$ cat src/rtl/reg_cmd_ctrl_if.sv
`default_nettype none
// +----------------------------------------------------------------------------+
// | reg_cmd_ctrl_if : byte stream, register file and transmit-side signals     |
// | Revision: 1.0                                                              |
// +----------------------------------------------------------------------------+
interface reg_cmd_ctrl_if #(
  parameter int BYTE_WIDTH = 8,
  parameter int DATA_WIDTH = 16,
  parameter int ADDR_WIDTH = 3
);
  logic [BYTE_WIDTH-1:0] RX_D;
  logic                  RX_D_VLD;
  logic [DATA_WIDTH-1:0] RdData;
  logic                  WrEn;
  logic                  RdEn;
  logic [ADDR_WIDTH-1:0] Address;
  logic [DATA_WIDTH-1:0] WrData;
  logic [DATA_WIDTH-1:0] TX_DATA;
  logic                  TX_VLD;
  logic                  TX_RDY;
  logic                  BUSY;
  logic                  ERR;

  modport master (
    output RX_D, RX_D_VLD, RdData, TX_RDY,
    input  WrEn, RdEn, Address, WrData, TX_DATA, TX_VLD, BUSY, ERR
  );

  modport slave (
    input  RX_D, RX_D_VLD, RdData, TX_RDY,
    output WrEn, RdEn, Address, WrData, TX_DATA, TX_VLD, BUSY, ERR
  );
endinterface
`default_nettype wire

$ cat src/rtl/reg_cmd_ctrl.sv
`default_nettype none
// +----------------------------------------------------------------------------+
// | reg_cmd_ctrl : parses write/read frames from a byte stream into register   |
// | file strobes and returns read data over a valid/ready handshake.           |
// | Revision: 1.0                                                              |
// +----------------------------------------------------------------------------+
module reg_cmd_ctrl #(
  parameter int                  BYTE_WIDTH     = 8,
  parameter int                  DATA_WIDTH     = 16,
  parameter int                  ADDR_WIDTH     = 3,
  parameter logic [BYTE_WIDTH-1:0] WR_CMD       = 8'hAA,
  parameter logic [BYTE_WIDTH-1:0] RD_CMD       = 8'hBB,
  parameter int                  TIMEOUT_CYCLES = 255
) (
  input  logic            CLK,
  input  logic            RST,
  reg_cmd_ctrl_if.slave   bus
);

  localparam int CNT_W = $clog2(TIMEOUT_CYCLES + 1);

  typedef enum logic [3:0] {
    S_IDLE     = 4'd0,
    S_WR_ADDR  = 4'd1,
    S_WR_LSB   = 4'd2,
    S_WR_MSB   = 4'd3,
    S_WR_ISSUE = 4'd4,
    S_RD_ADDR  = 4'd5,
    S_RD_ISSUE = 4'd6,
    S_RD_WAIT  = 4'd7,
    S_RD_OUT   = 4'd8
  } state_t;

  state_t                state_q, state_d;
  logic [CNT_W-1:0]      cnt_q, cnt_d;
  logic [ADDR_WIDTH-1:0] addr_q, addr_d;
  logic [DATA_WIDTH-1:0] wdata_q, wdata_d;
  logic [DATA_WIDTH-1:0] txd_q, txd_d;
  logic                  err_q, err_d;
  logic                  wren_q, rden_q, busy_q, txvld_q;
  logic                  w_in_frame;
  logic                  w_busy_next;
  logic                  w_addr_bad;

  assign w_addr_bad  = |bus.RX_D[BYTE_WIDTH-1:ADDR_WIDTH];
  assign w_in_frame  = (state_q == S_WR_ADDR) || (state_q == S_WR_LSB) ||
                       (state_q == S_WR_MSB)  || (state_q == S_RD_ADDR);
  assign w_busy_next = (state_d == S_WR_ISSUE) || (state_d == S_RD_ISSUE) ||
                       (state_d == S_RD_WAIT)  || (state_d == S_RD_OUT);

  always_comb begin
    state_d = state_q;
    cnt_d   = cnt_q;
    addr_d  = addr_q;
    wdata_d = wdata_q;
    txd_d   = txd_q;
    err_d   = 1'b0;

    case (state_q)
      S_IDLE: begin
        if (bus.RX_D_VLD) begin
          if (bus.RX_D == WR_CMD)      state_d = S_WR_ADDR;
          else if (bus.RX_D == RD_CMD) state_d = S_RD_ADDR;
        end
      end
      S_WR_ADDR, S_RD_ADDR: begin
        if (bus.RX_D_VLD) begin
          addr_d = bus.RX_D[ADDR_WIDTH-1:0];
          if (w_addr_bad) begin
            err_d   = 1'b1;
            state_d = S_IDLE;
          end else begin
            state_d = (state_q == S_WR_ADDR) ? S_WR_LSB : S_RD_ISSUE;
          end
        end
      end
      S_WR_LSB: begin
        if (bus.RX_D_VLD) begin
          wdata_d[BYTE_WIDTH-1:0] = bus.RX_D;
          state_d                 = S_WR_MSB;
        end
      end
      S_WR_MSB: begin
        if (bus.RX_D_VLD) begin
          wdata_d[DATA_WIDTH-1:BYTE_WIDTH] = bus.RX_D;
          state_d                          = S_WR_ISSUE;
        end
      end
      S_WR_ISSUE: state_d = S_IDLE;
      S_RD_ISSUE: state_d = S_RD_WAIT;
      S_RD_WAIT: begin
        // Register file has presented RdData by now
        txd_d   = bus.RdData;
        state_d = S_RD_OUT;
      end
      S_RD_OUT: begin
        if (bus.TX_RDY) state_d = S_IDLE;
      end
      default: state_d = S_IDLE;
    endcase

    if (busy_q && bus.RX_D_VLD) err_d = 1'b1;

    if (w_in_frame) begin
      if (bus.RX_D_VLD) begin
        cnt_d = '0;
      end else if (cnt_q == CNT_W'(TIMEOUT_CYCLES - 1)) begin
        cnt_d   = '0;
        err_d   = 1'b1;
        state_d = S_IDLE;
      end else begin
        cnt_d = cnt_q + 1'b1;
      end
    end else begin
      cnt_d = '0;
    end
  end

  // Outputs are decoded from the next state so every port comes straight from a flop
  always_ff @(posedge CLK or posedge RST) begin
    if (RST) begin
      state_q <= S_IDLE;
      cnt_q   <= '0;
      addr_q  <= '0;
      wdata_q <= '0;
      txd_q   <= '0;
      err_q   <= 1'b0;
      wren_q  <= 1'b0;
      rden_q  <= 1'b0;
      busy_q  <= 1'b0;
      txvld_q <= 1'b0;
    end else begin
      state_q <= state_d;
      cnt_q   <= cnt_d;
      addr_q  <= addr_d;
      wdata_q <= wdata_d;
      txd_q   <= txd_d;
      err_q   <= err_d;
      wren_q  <= (state_d == S_WR_ISSUE);
      rden_q  <= (state_d == S_RD_ISSUE);
      busy_q  <= w_busy_next;
      txvld_q <= (state_d == S_RD_OUT);
    end
  end

  assign bus.WrEn    = wren_q;
  assign bus.RdEn    = rden_q;
  assign bus.Address = addr_q;
  assign bus.WrData  = wdata_q;
  assign bus.TX_DATA = txd_q;
  assign bus.TX_VLD  = txvld_q;
  assign bus.BUSY    = busy_q;
  assign bus.ERR     = err_q;

endmodule
`default_nettype wire

$ cat src/flat_wrapper.sv
// flat-port wrapper written by rule: the top's interface ports become plain ports
module reg_cmd_ctrl_flat 
#(
  parameter int                  BYTE_WIDTH     = 8,
  parameter int                  DATA_WIDTH     = 16,
  parameter int                  ADDR_WIDTH     = 3,
  parameter logic [BYTE_WIDTH-1:0] WR_CMD       = 8'hAA,
  parameter logic [BYTE_WIDTH-1:0] RD_CMD       = 8'hBB,
  parameter int                  TIMEOUT_CYCLES = 255
)
  (CLK, RST, bus_RX_D, bus_RX_D_VLD, bus_RdData, bus_TX_RDY, bus_WrEn, bus_RdEn, bus_Address, bus_WrData, bus_TX_DATA, bus_TX_VLD, bus_BUSY, bus_ERR);
  reg_cmd_ctrl_if #(.BYTE_WIDTH(BYTE_WIDTH), .DATA_WIDTH(DATA_WIDTH), .ADDR_WIDTH(ADDR_WIDTH)) bus_i ();
  input  logic CLK;
  input  logic RST;
  input wire logic [$bits(bus_i.RX_D)-1:0] bus_RX_D;
  input wire logic [$bits(bus_i.RX_D_VLD)-1:0] bus_RX_D_VLD;
  input wire logic [$bits(bus_i.RdData)-1:0] bus_RdData;
  input wire logic [$bits(bus_i.TX_RDY)-1:0] bus_TX_RDY;
  output wire logic [$bits(bus_i.WrEn)-1:0] bus_WrEn;
  output wire logic [$bits(bus_i.RdEn)-1:0] bus_RdEn;
  output wire logic [$bits(bus_i.Address)-1:0] bus_Address;
  output wire logic [$bits(bus_i.WrData)-1:0] bus_WrData;
  output wire logic [$bits(bus_i.TX_DATA)-1:0] bus_TX_DATA;
  output wire logic [$bits(bus_i.TX_VLD)-1:0] bus_TX_VLD;
  output wire logic [$bits(bus_i.BUSY)-1:0] bus_BUSY;
  output wire logic [$bits(bus_i.ERR)-1:0] bus_ERR;
  assign bus_i.RX_D = bus_RX_D;
  assign bus_i.RX_D_VLD = bus_RX_D_VLD;
  assign bus_i.RdData = bus_RdData;
  assign bus_i.TX_RDY = bus_TX_RDY;
  assign bus_WrEn = bus_i.WrEn;
  assign bus_RdEn = bus_i.RdEn;
  assign bus_Address = bus_i.Address;
  assign bus_WrData = bus_i.WrData;
  assign bus_TX_DATA = bus_i.TX_DATA;
  assign bus_TX_VLD = bus_i.TX_VLD;
  assign bus_BUSY = bus_i.BUSY;
  assign bus_ERR = bus_i.ERR;
  reg_cmd_ctrl #(.BYTE_WIDTH(BYTE_WIDTH), .DATA_WIDTH(DATA_WIDTH), .ADDR_WIDTH(ADDR_WIDTH), .WR_CMD(WR_CMD), .RD_CMD(RD_CMD), .TIMEOUT_CYCLES(TIMEOUT_CYCLES)) u_core (.CLK(CLK), .RST(RST), .bus(bus_i));
endmodule
$ cat config.mk
export PLATFORM = sky130hd
export DESIGN_NAME = reg_cmd_ctrl_flat
export DESIGN_NICKNAME = d
export VERILOG_FILES = /design/src/rtl/reg_cmd_ctrl_if.sv /design/src/rtl/reg_cmd_ctrl.sv /design/src/flat_wrapper.sv
export SDC_FILE = /design/constraint.sdc
export NUM_CORES = 1
export LEC_CHECK = 0
export ABC_AREA = 0
export BUFFER_PORTS_ARGS = -buffer_cell sky130_fd_sc_hd__buf_4
export CORE_ASPECT_RATIO = 0.5
export CORE_MARGIN = 1
export CORE_UTILIZATION = 25
export CTS_BUF_LIST = sky130_fd_sc_hd__clkbuf_4
export DETAILED_ROUTE_END_ITERATION = 8
export PLACE_DENSITY = 0.52
export SLEW_MARGIN = 20
export SYNTH_ARGS = -nofsm -noshare
export SYNTH_HDL_FRONTEND = slang
export SYNTH_SLANG_ARGS = --single-unit
export TNS_END_PERCENT = 5
$ cat constraint.sdc
create_clock -name CLK -period 1.75 [get_ports CLK]
set_clock_uncertainty 0.15 [all_clocks]
set_input_delay 0.35 -clock CLK [delete_from_list [all_inputs] [get_ports CLK]]
set_output_delay 0.35 -clock CLK [all_outputs]
set_load 0.1 [all_outputs]
After elaboration in Yosys (flattened, before gate mapping):

Cells that the tools add are included.

* bits of input ports: 28
* flip-flop bits (word level): 52
* logic and storage cells: 62
* output and inout port bits: 40

* mux-type cells: 23
* equality and inequality tests: 14
* add/subtract/negate cells: 1
* reductions and logical operators: 13

Operator list (count)
* two-way mux 4 bit: 11
* one-hot mux 4 bit (7 select lines): 1
* == test 4 x 3 -> 1 bit, second input constant: 6
* == test 8 bit, second input constant: 3
* two-way mux 8 bit: 3
* adder 8 x 1 -> 8 bit, second input constant: 1
* == test 4 x 2 -> 1 bit, second input constant: 2
* == test 4 bit, second input constant: 2
* two-way mux 1 bit: 7
* logical OR 1 bit: 6
* AND reduction 2 bit: 3
* OR reduction 5 bit: 1
* == test 4 x 1 -> 1 bit, second input constant: 1
* zero test 4 bit: 1
* two-way mux 3 bit: 1
* OR reduction 2 bit: 1
* logical AND 1 bit: 1

Logic depth before layout (Yosys ltp):

* word-level depth: 12
* depth in mapped cells: 6
* depth with buffers taken out: 6

Worst setup path before layout:

OpenSTA, ideal clock, no wires.

* kind: reg-to-reg
* start point: register u_core.state_q[1]
* end point: register u_core.rden_q (netlist: u_core.bus.RdEn)
* path buffers: 1
* data required time: 1.469 ns
* slack: 0.020 ns
* stages on the path, launching flop included: 7
* setup time: 0.131 ns
* clock period less this slack: 1.730 ns
* arrival time: 1.450 ns
* cell sequence: dfrtp_1 -> buf_2 -> a21oi_1 -> or3b_1 -> o21ai_2 -> a31oi_4 -> nor3b_2

* word-level cells in the longest chain between the ends: 9
* elaborated cells between the ends (all ways): 26
* classes of those cells: eq/ne (8); mux (13); reduce/logical (5)

Ends and longest elaborated chain
* start: declaration: RTL line reg_cmd_ctrl.sv:34 `state_t state_q, state_d;`
* start signal: assignment: RTL line reg_cmd_ctrl.sv:133 `state_q <= state_d;`
* == test 4 x 1 -> 1 bit: RTL line reg_cmd_ctrl.sv:46, reg_cmd_ctrl.sv:59, reg_cmd_ctrl.sv:73
* two-way mux 3 bit: RTL line reg_cmd_ctrl.sv:73 `state_d = (state_q == S_WR_ADDR) ? S_WR_LSB : S_RD_ISSUE;`
* two-way mux 4 bit: RTL line reg_cmd_ctrl.sv:69 `if (w_addr_bad) begin`
* two-way mux 4 bit: RTL line reg_cmd_ctrl.sv:67 `if (bus.RX_D_VLD) begin`
* one-hot mux 4 bit (7 select lines): RTL line reg_cmd_ctrl.sv:59 `case (state_q)`
* two-way mux 4 bit: RTL line reg_cmd_ctrl.sv:107 `end else if (cnt_q == CNT_W'(TIMEOUT_CYCLES - 1)) begin`
* two-way mux 4 bit: RTL line reg_cmd_ctrl.sv:105 `if (bus.RX_D_VLD) begin`
* two-way mux 4 bit (*): RTL line reg_cmd_ctrl.sv:104 `if (w_in_frame) begin`
* named net u_core.state_d[2]: RTL line reg_cmd_ctrl.sv:34
* == test 4 x 3 -> 1 bit (*): RTL line reg_cmd_ctrl.sv:140 `rden_q <= (state_d == S_RD_ISSUE);`
* end signal: assignment: RTL line reg_cmd_ctrl.sv:140
* end: declaration: RTL line reg_cmd_ctrl.sv:40 `logic wren_q, rden_q, busy_q, txvld_q;`

The timed path passes the listed nets; every way through them passes the cells marked *.
A chain may end at the register's enable or synchronous reset.

Final worst setup path:

* start point: register u_core.state_q[0]
* end point: register u_core.rden_q (netlist: u_core.bus.RdEn)

The elaborated chain is that of the path after synthesis.

==> reports/qor.yml <==
worst_setup_path:
  r2r-start: "u_core.state_q[0]"
  cp_data_required_time_ps: 1920
  cp_slowest_cell: "dfrtp_2"
  startpoint: "u_core.state_q[0]"
  cp_max_fo: 4
  reg2reg_depth: 5
  path_depth: 5
  crit_family: "simple AND/OR/NAND/NOR gates"
  critical_path.max_stage_delay_ps: 480
  worst-path-buf-inv: 0
  critPathLaunchType: "flop"
  r2r_setup_slack_ps: -10
  endpoint_kind: "flop"
  arrival_ps: 1930
  path_class: "reg -> reg"
  reg2reg_to: "u_core.bus.RdEn"
  crit_path_cell_trace: "nor2_4 -> nand4_1 -> or3_1 -> a31oi_4 -> nor3b_2"
sta:
  rsz0062_at_grt: "yes"
  drv_slew: 0
  min_period_ps: 1761
  fin_crit_sh_pct: 100.6
  fmax_ghz: 0.5677
  timing.final.ws_setup_ps: -11.35
  slew_headroom_pct: 76.46
  max_slew.worst_pin.slew_ps: 353.1
  setup_viol: 1
  hold_viol_final: 0
clock_tree:
  h-tree-depth: 2
  clk_latency_ps: 380
  clk_pin_slew_ps: 170
  clkSinkCount: 52
  clockBufferDepth: 2
  cts_tree: "built"
  cts_root_buf: "clkbuf_4"
  post_cts_buffers: 0
  numCtsBuffers: 5
placed_design:
  dp.cells: 360
  numPortBuffers: 67
  place_ws_ps: -142.2
  dp_hpwl_um: 3859
  finalWeightedCongestion: 0.8753
  place_area_mm2: 0.003034
drt:
  postRouteAntennaNets: 0
  first_iter_violations: 71
  vias_per_cell: 4.374
  drtPass1Iterations: 4
  drcViolationCount: 0
  via_count: 1614
  wirelength_um: 5231
  routedWlPerCell_um: 14.18
synth:
  yosysSeqAreaShare_pct: 58.36
  synth.distinct_cells: 37
  syn-cell-area_mm2: 0.002230
  synth_commonest_cells: "dfrtp_1, mux2_2, nor2_1"
  synth-async-reset-ratio_pct: 100.0
  ys_ff_latch: 52
  yosys.area.top_type: "dfrtp_1"
  synthMostInstantiatedCell: "dfrtp_1"
  yosys_warnings: 0
  syn-num-nets: 196
  syn_inst: 166
  syn_avg_cell_area_um2: 13.43
  yosys-top-cells-area: "dfrtp_1, mux2_2, xor2_1"
  synth-edff-count: 0
  ys.flop_type: "dfrtp_1"
  synth_top_area_share_pct: 58.36
die:
  placementRows: 23
  io-pin-count: 68
  initial_core_util_pct: 26.81
  die_y_um: 68.78
  die_w_um: 135.6
  design.die.area_mm2: 0.009323
  core_area_mm2: 0.008317
cells_and_area:
  antenna_cells: 0
  drive_gt1_share_pct: 58.75
  synthToLayoutAreaGrowth_pct: 42.14
  final_nets: 286
  stdcell_count: 369
  final_cell_area_mm2: 0.003169
  num-fill-cells: 816
global_routing:
  antenna_found_initial: 0
  grt_pass1_wl_um: 8031
  grt_pass1_vias: 1597
  grt_max_degree: 53
  grtUsageTotal_pct: 11.67
  gr-total-overflow: 0
power:
  swShare_pct: 33.09
  powerDensity_mw_per_mm2: 803.5
  p_comb_share_pct: 22.4
  pwr-share-clk_pct: 27.7
  switchingPower_uw: 842.6
  vdd_drop_max_v: 0.0004519
  leakage_nw: 1.548
  intPower_mw: 1.704
  pwr-share-seq_pct: 49.9
min_path:
  hp-start: "bus_RdData[1]"
  holdPathStages: 2
  hold_class: "in -> reg"
  worst_hold_path.endpoint: "u_core.bus.TX_DATA[1]"
job:
  drv_cap: 0
status:
  status: "finished, violations left"
  violations: "setup timing"
[flip-flops by register name, summed over array words and instances (netlist names)]
register and count:
u_core.bus.TX_DATA 16, u_core.bus.WrData 16, u_core.cnt_q 8, u_core.state_q 4
u_core.bus.Address 3, u_core.bus.BUSY 1, u_core.bus.ERR 1, u_core.bus.RdEn 1
u_core.bus.TX_VLD 1, u_core.bus.WrEn 1
[worst max-delay path by stage]
stage / endpoint / slack, ps
after global routing: u_core.bus.RdEn / -60
after detailed placement: u_core.bus.RdEn / -140
after CTS: u_core.bus.RdEn / -30
final: u_core.bus.RdEn / -10
after global placement: u_core.bus.RdEn / -90
after floorplan: u_core.bus.RdEn / 20
[cell type report]
type                            instances  area (um^2)  share of cell area, %
Tap cell                              112        140.1                  4.422
Sequential cell                        52         1304                  41.14
Inverter                                2        11.26                 0.3553
Timing Repair Buffer                   89        708.2                  22.35
Multi-Input combinational cell        106        925.9                  29.21
Clock inverter                          3        42.54                  1.342
Clock buffer                            5        37.54                  1.184
[logic make-up (layout without fill, tap and decap cells)]
kind of cell               count (synthesis)  in the layout  synth area share, %
buffers and inverters                      8             99                2.020
and+or+nand+nor                           48             48                13.08
AOI/OAI and AO/OA                         13             13                4.490
DFF                                       52             52                58.36
muxes                                     36             36                18.18
xor gates and xnor gates                   7              7                2.750
adders and majority gates                  2              2                1.122
[cells in the final DEF, fill, tap and decap left out, types with 3 or more instances in the layout]
| cell | instances |
|---|---|
| a21oi_1 | 4 |
| buf_12 | 3 |
| buf_4 | 85 |
| clkbuf_4 | 5 |
| dfrtp_1 | 50 |
| mux2_2 | 35 |
| nand2_1 | 8 |
| nand3_1 | 4 |
| nand4_1 | 3 |
| nor2_1 | 11 |
| nor2_4 | 3 |
| or3_1 | 3 |
| xor2_1 | 6 |
[power by group through the flow]
stage          sequential [mW]  combinational, mW  clock [mW]
6_report                  1.27              0.571       0.705
5_1_grt                   1.28              0.596       0.798
4_1_cts                   1.27              0.571       0.745
3_5_place_dp              1.29              0.568           0
3_3_place_gp              1.29              0.563           0
2_1_floorplan             1.60             0.0823           0
[per-stage QoR]
step | total power, mW | TNS, ps | hold slack, ps | util (%)
6_report | 2.547 | -11.35 | 51.75 | 38.11
3_3_place_gp | 1.854 | -121.9 | 292.9 | 36.48
2_1_floorplan | 1.679 | 0 | 255.1 | -
4_1_cts | 2.587 | -127.0 | 18.44 | 37.63
5_1_grt | 2.671 | -313.0 | 4.604 | 38.11
3_5_place_dp | 1.861 | -200.4 | 296.1 | 36.48
[repair_timing]
item | CTS | global route
hold endpoints to repair | 52 | 0
hold buffers | 1 | 0
setup endpoints to repair | 19 | 31
resized for setup | 3 | 10
pin swaps | 1 | 0
[routing by layer]
metal / global-route usage (%) / vias up / routed length [um]
met2: 18.30 / 34 / 2447
met3: 3.070 / 9 / 205
met1: 15.38 / 805 / 2486
li1: - / 766 / -
met4: 5.056 / 0 / 91
met5: 0 / - / 0
No activity file was read; power rests on OpenSTA's default activity.
